### src/rtl/dec8_rr_arbiter_if.sv
// -----------------------------------------------------------------------------
// dec8_rr_arbiter_if
// Bundles the request side and the decoder-facing grant side of the
// eight-way round-robin arbiter.
//
// Signals:
//   req     [7:0]  request vector, bit i = requester i (level, held while wanted)
//   mask    [7:0]  bit i high makes requester i ineligible
//   sel     [2:0]  index of current owner, decoder select
//   en             grant active, decoder enable
//   gnt     [7:0]  one-hot grant, 8'h00 when en is low
//   preempt        one-cycle pulse when a grant ended because the hold limit ran out
//
// Modports:
//   master  the arbiter itself (drives the decoder select/enable/grant)
//   slave   the requesters and decoder stage (drive req/mask, observe grants)
// -----------------------------------------------------------------------------
interface dec8_rr_arbiter_if;
    logic [7:0] req;
    logic [7:0] mask;
    logic [2:0] sel;
    logic       en;
    logic [7:0] gnt;
    logic       preempt;

    modport master (
        input  req,
        input  mask,
        output sel,
        output en,
        output gnt,
        output preempt
    );

    modport slave (
        output req,
        output mask,
        input  sel,
        input  en,
        input  gnt,
        input  preempt
    );
endinterface

### src/rtl/dec8_rr_arbiter.sv
// -----------------------------------------------------------------------------
// dec8_rr_arbiter
// Round-robin arbiter sharing one 8-way one-hot decoded resource among eight
// requesters. A grant is held until the owner drops its request, becomes
// masked, or has held the resource for MAX_HOLD cycles. Every release is
// followed by at least one idle cycle before the next grant.
//
// Parameters:
//   MAX_HOLD  maximum consecutive grant cycles per ownership (1..255)
//
// Ports:
//   clk    rising-edge clock
//   rst_n  asynchronous active-low reset
//   bus    dec8_rr_arbiter_if.master: req/mask in, sel/en/gnt/preempt out
// -----------------------------------------------------------------------------
module dec8_rr_arbiter #(
    parameter int unsigned MAX_HOLD = 16
) (
    input  logic                     clk,
    input  logic                     rst_n,
    dec8_rr_arbiter_if.master        bus
);

    typedef enum logic {
        IDLE  = 1'b0,
        GRANT = 1'b1
    } state_t;

    state_t     state_q,   state_d;
    logic [2:0] sel_q,     sel_d;
    logic       en_q,      en_d;
    logic [7:0] gnt_q,     gnt_d;
    logic       preempt_q, preempt_d;
    logic [7:0] holdCnt_q, holdCnt_d;
    logic [2:0] last_q,    last_d;

    logic [7:0] elig;
    logic       found;
    logic [2:0] winner;
    logic       relReq;
    logic       relMask;
    logic       relCnt;

    assign elig = bus.req & ~bus.mask;

    // Release causes for the current owner. Only the owner's own request and
    // mask bits matter; other requesters never disturb an active grant.
    assign relReq  = ~bus.req[sel_q];
    assign relMask = bus.mask[sel_q];
    assign relCnt  = (holdCnt_q == 8'(MAX_HOLD));

    // Rotating priority search: start just after the last owner and wrap
    // 7->0, so the last owner is examined last (offset 8 wraps back to it).
    always_comb begin
        logic [2:0] idx;
        found  = 1'b0;
        winner = 3'd0;
        idx    = 3'd0;
        for (int unsigned i = 1; i <= 8; i++) begin
            idx = last_q + 3'(i);
            if (!found && elig[idx]) begin
                found  = 1'b1;
                winner = idx;
            end
        end
    end

    // Next-state and output logic. IDLE arbitrates; GRANT counts hold cycles
    // and drops back to IDLE on any release cause, which guarantees the
    // one-cycle gap between owners. preempt only flags a purely
    // counter-driven release.
    always_comb begin
        state_d   = state_q;
        sel_d     = sel_q;
        en_d      = en_q;
        gnt_d     = gnt_q;
        preempt_d = 1'b0;
        holdCnt_d = holdCnt_q;
        last_d    = last_q;

        case (state_q)
            IDLE: begin
                if (found) begin
                    state_d   = GRANT;
                    sel_d     = winner;
                    en_d      = 1'b1;
                    gnt_d     = 8'(1) << winner;
                    holdCnt_d = 8'd1;
                end
            end
            GRANT: begin
                if (relReq || relMask || relCnt) begin
                    state_d   = IDLE;
                    en_d      = 1'b0;
                    gnt_d     = 8'h00;
                    last_d    = sel_q;
                    holdCnt_d = 8'd0;
                    preempt_d = relCnt && !relReq && !relMask;
                end else begin
                    holdCnt_d = holdCnt_q + 8'd1;
                end
            end
            default: begin
                state_d = IDLE;
                en_d    = 1'b0;
                gnt_d   = 8'h00;
            end
        endcase
    end

    // State and output registers. last resets to 7 so the very first
    // arbitration after reset favours requester 0.
    always_ff @(posedge clk or negedge rst_n) begin
        if (!rst_n) begin
            state_q   <= IDLE;
            sel_q     <= 3'd0;
            en_q      <= 1'b0;
            gnt_q     <= 8'h00;
            preempt_q <= 1'b0;
            holdCnt_q <= 8'd0;
            last_q    <= 3'd7;
        end else begin
            state_q   <= state_d;
            sel_q     <= sel_d;
            en_q      <= en_d;
            gnt_q     <= gnt_d;
            preempt_q <= preempt_d;
            holdCnt_q <= holdCnt_d;
            last_q    <= last_d;
        end
    end

    assign bus.sel     = sel_q;
    assign bus.en      = en_q;
    assign bus.gnt     = gnt_q;
    assign bus.preempt = preempt_q;

endmodule

### src/flat_wrapper.sv
// flat-port wrapper written by rule: the top's interface ports become plain ports
module dec8_rr_arbiter_flat 
#(
    parameter int unsigned MAX_HOLD = 16
)
  (clk, rst_n, bus_req, bus_mask, bus_sel, bus_en, bus_gnt, bus_preempt);
  dec8_rr_arbiter_if bus_i ();
  input  logic clk;
  input  logic rst_n;
  input wire logic [$bits(bus_i.req)-1:0] bus_req;
  input wire logic [$bits(bus_i.mask)-1:0] bus_mask;
  output wire logic [$bits(bus_i.sel)-1:0] bus_sel;
  output wire logic [$bits(bus_i.en)-1:0] bus_en;
  output wire logic [$bits(bus_i.gnt)-1:0] bus_gnt;
  output wire logic [$bits(bus_i.preempt)-1:0] bus_preempt;
  assign bus_i.req = bus_req;
  assign bus_i.mask = bus_mask;
  assign bus_sel = bus_i.sel;
  assign bus_en = bus_i.en;
  assign bus_gnt = bus_i.gnt;
  assign bus_preempt = bus_i.preempt;
  dec8_rr_arbiter #(.MAX_HOLD(MAX_HOLD)) u_core (.clk(clk), .rst_n(rst_n), .bus(bus_i));
endmodule
### config.mk
export PLATFORM = sky130hd
export DESIGN_NAME = dec8_rr_arbiter_flat
export DESIGN_NICKNAME = d
export VERILOG_FILES = /design/src/rtl/dec8_rr_arbiter_if.sv /design/src/rtl/dec8_rr_arbiter.sv /design/src/flat_wrapper.sv
export SDC_FILE = /design/constraint.sdc
export NUM_CORES = 1
export LEC_CHECK = 0
export CAP_MARGIN = 5
export CELL_PAD_IN_SITES_DETAIL_PLACEMENT = 0
export CELL_PAD_IN_SITES_GLOBAL_PLACEMENT = 1
export CORE_MARGIN = 8
export CORE_UTILIZATION = 42
export CTS_CLUSTER_SIZE = 14
export DETAILED_ROUTE_END_ITERATION = 8
export PLACE_DENSITY_LB_ADDON = 0.3
export REMOVE_ABC_BUFFERS = 1
export SLEW_MARGIN = 20
export SYNTH_ARGS = -nofsm -noshare
export SYNTH_HDL_FRONTEND = slang
export SYNTH_SLANG_ARGS = --single-unit
### constraint.sdc
create_clock -name clk -period 4.8 [get_ports clk]
set_clock_uncertainty 0.05 [all_clocks]
set_input_delay 0.72 -clock clk [delete_from_list [all_inputs] [get_ports clk]]
set_output_delay 0.72 -clock clk [all_outputs]
set_load 0.02 [all_outputs]
==> reports/qor.txt <==
Drt drc: 0
Pwr/cell area: 799 nW/µm²
Reg-to-reg critical path startpoint: u_core.last_q[1]
# port buffers: 30
Detail Route met3 WL: 224 µm
Die Wd: 87.3 µm
Synthesized flop and latch total: 25
Top FF cell, synth: dfrtp_1
Die footprint: 7630 µm²
Synth Instances: 228
DP Area: 2520 µm²
CP required: 4.92 ns
Area grow syn2layout: 20.3%
Sw Share: 0.505
FF-to-FF setup slack: 0.63 ns
Count of clock tree sinks: 25
Logic pwr share: 0.755
Post-route cell area: 2570 µm²
Starting Density: 0.427
CP max stage cell: dfstp_2
DRT antenna net count: 0
Crit start category: register
Cell leakage power: 1.01 nW
Max-slew headroom: 0.323
Hold WC Path Type: register to register
CTS Hold Bufs: 0
H-Tree Depth: 1
Status: complete, no violations
Iteration count of the initial detailed-routing pass: 4
Worst-case vdd ir drop: 0.483 mV
Commonest non-fill, non-tap cell in the layout: clkdlybuf4s50_1
First-pass GRT wire length: 9500 µm
CP peak stage delay: 0.74 ns
Post-synth EDFFs: 0
CTS tree: built
Top layer used by detailed routing: met4
Seq/Total Area, Yosys: 0.294
Metal2 WL: 2550 µm
Worst-margin pin slew: 1.01 ns
Vias in the first global route: 1908
Final slew viol count: 0
N_diodes: 0
Gpl congestion: 0.933
Share of cells above drive strength 1: 0.147
Layout Nets: 282
Iteration-0 DRC Markers: 104
DR vias/cell: 6.00
Via count: 1974
Total core area: 5010 µm²
DR WL/cell: 16.6 µm
FP Rows: 26
Min-Delay Endpoint: u_core.bus.gnt[1]
Commonest non-fill, non-tap cells in the layout: 30 x clkdlybuf4s50_1, 22 x dfrtp_1, 21 x nand2_1
Critical path data arrival time: 4.29 ns
R2r worst-path depth: 9
Final Core Density: 0.513
Initial antenna violation count: 0
Post-cts repair resize count: 0
Syn_area_per_cell: 9.37 µm²
Asr flop ratio synth: 1.00
Hold path start: u_core.bus.gnt[1]
Share of power burned in registers: 0.182
Crit end category: register
Top delay family on crit path: simple AND/OR/NAND/NOR gates
Ys Warns: 0
Setup TNS: 0 ns
Worst Path Buf+Inv: 2
CTS buffer count: 3
Period utilisation layout: 0.869
Psw: 1.04 mW
RSZ-0062 raised after global routing: false
Final-report hold violation count: 0
Critical path, cell by cell: inv_1 > ha_1 > inv_1 > mux4_2 > or3_1 > or4_4 > a31o_1 > and3_4 > a32o_1
I/O pins: 31
Setup bufs post-CTS: 0
Largest net degree at the start of global routing: 26
HPWL Detailed: 4260 µm
Clock transition at path regs: 0.09 ns
Die Height: 87.3 µm
Root buffer cell: clkbuf_8
Clock power frac: 0.063
GRT overflow: 0
Tmin final: 4.17 ns
Met1 WL: 2610 µm
Syn Std Cell Area: 2140 µm²
Longest Clk Path Bufs: 2
Hold depth: 2
Fmax: 240 MHz
Setup Viol. Count Final: 0
Maxcap violations: 0
Final WL: 5450 µm
Total Routing Usage GR: 0.153
Crit Path Class: register to register
Most frequent CP cell: inv_1
CP max FO: 19
R2r endpoint: u_core.bus.gnt[6]
Clock latency on the worst-skew pair: 0.27 ns
Int Power: 1.02 mW
Library cells used by synthesis: 51
[synthesized netlist by cell type, drive strengths merged (4+ instances only)]
master / count / area (µm²)
dfrtp: 22 / 551
nand2b: 8 / 50.1
mux4: 10 / 225
a21oi: 10 / 50.1
o31ai: 5 / 37.5
inv: 8 / 30.0
mux2: 11 / 124
a32o: 4 / 40.0
mux2i: 9 / 90.1
o21ai: 15 / 75.1
o22ai: 6 / 37.5
nor2: 16 / 60.1
a21o: 4 / 30.0
nand3: 6 / 30.0
nand2: 21 / 78.8
nand3b: 4 / 30.0
nand4: 7 / 43.8
ha: 4 / 50.1
buf: 5 / 30.0
[metal layers]
layer,up-vias,GRT usage
li1,957,-
met1,954,0.209
met2,57,0.247
met3,6,0.0123
met4,0,0.0469
met5,-,0
[worst min-delay path, cell delays in order (launching register included)]
cell and delay [ns]:
dfrtp_1 0.35, nand2_1 0.05, o31ai_1 0.05
[metrics by stage]
stage | total power, mW | setup WS, ns | cells | hold slack (ns)
global route | 2.23 | 0.394 | 329 | 0.482
floorplan | 1.52 | 0.851 | 220 | 0.374
finish | 2.05 | 0.629 | 329 | 0.432
detailed placement | 1.92 | 0.646 | 325 | 0.417
CTS | 2.05 | 0.626 | 329 | 0.439
global placement | 1.91 | 0.766 | 325 | 0.411
[layout make-up]
cell class / count / area [µm²]
clock buffer: 3 / 41.3
clock inverter: 1 / 7.51
fill: 504 / 2440
inverter: 8 / 30.0
multi-input combinational: 187 / 1440
sequential: 25 / 629
tap: 70 / 87.6
timing repair buffer: 35 / 338
[power groups by stage]
stage / registers (mW) / clock network (mW) / logic (mW)
detailed placement: 0.377 / 0 / 1.54
finish: 0.374 / 0.129 / 1.55
global placement: 0.377 / 0 / 1.54
global route: 0.389 / 0.146 / 1.70
floorplan: 0.410 / 0 / 1.11
CTS: 0.374 / 0.132 / 1.55
[registers in the layout (all words and copies together) (netlist names)]
register	count
u_core.bus.en	1
u_core.bus.gnt	8
u_core.bus.preempt	1
u_core.bus.sel	3
u_core.holdCnt_q	8
u_core.last_q	3
u_core.state_q	1
[worst max path at each step]
stage | from | end | slack, ns | cells after the start
2_1_floorplan | u_core.last_q[0] | u_core.bus.gnt[4] | 0.85 | 9
3_3_place_gp | u_core.last_q[1] | u_core.bus.gnt[4] | 0.77 | 9
3_5_place_dp | u_core.last_q[1] | u_core.bus.gnt[6] | 0.65 | 9
4_1_cts | u_core.last_q[1] | u_core.bus.gnt[6] | 0.63 | 9
5_1_grt | u_core.last_q[1] | u_core.bus.gnt[3] | 0.39 | 7
6_report | u_core.last_q[1] | u_core.bus.gnt[6] | 0.63 | 9
[kinds of logic (layout without fill, tap and decap cells)]
group / Yosys count / count (layout) / synth area share
AO/OA/AOI/OAI: 68 / 68 / 0.220
AND/OR/NAND/NOR: 79 / 79 / 0.198
XOR/XNOR: 6 / 6 / 0.0246
flip-flops: 25 / 25 / 0.294
adder cells (fa/ha/maj): 4 / 4 / 0.0234
buffers and inverters: 16 / 47 / 0.0334
multiplexers: 30 / 30 / 0.206
Power figures use the tool's default switching activity.
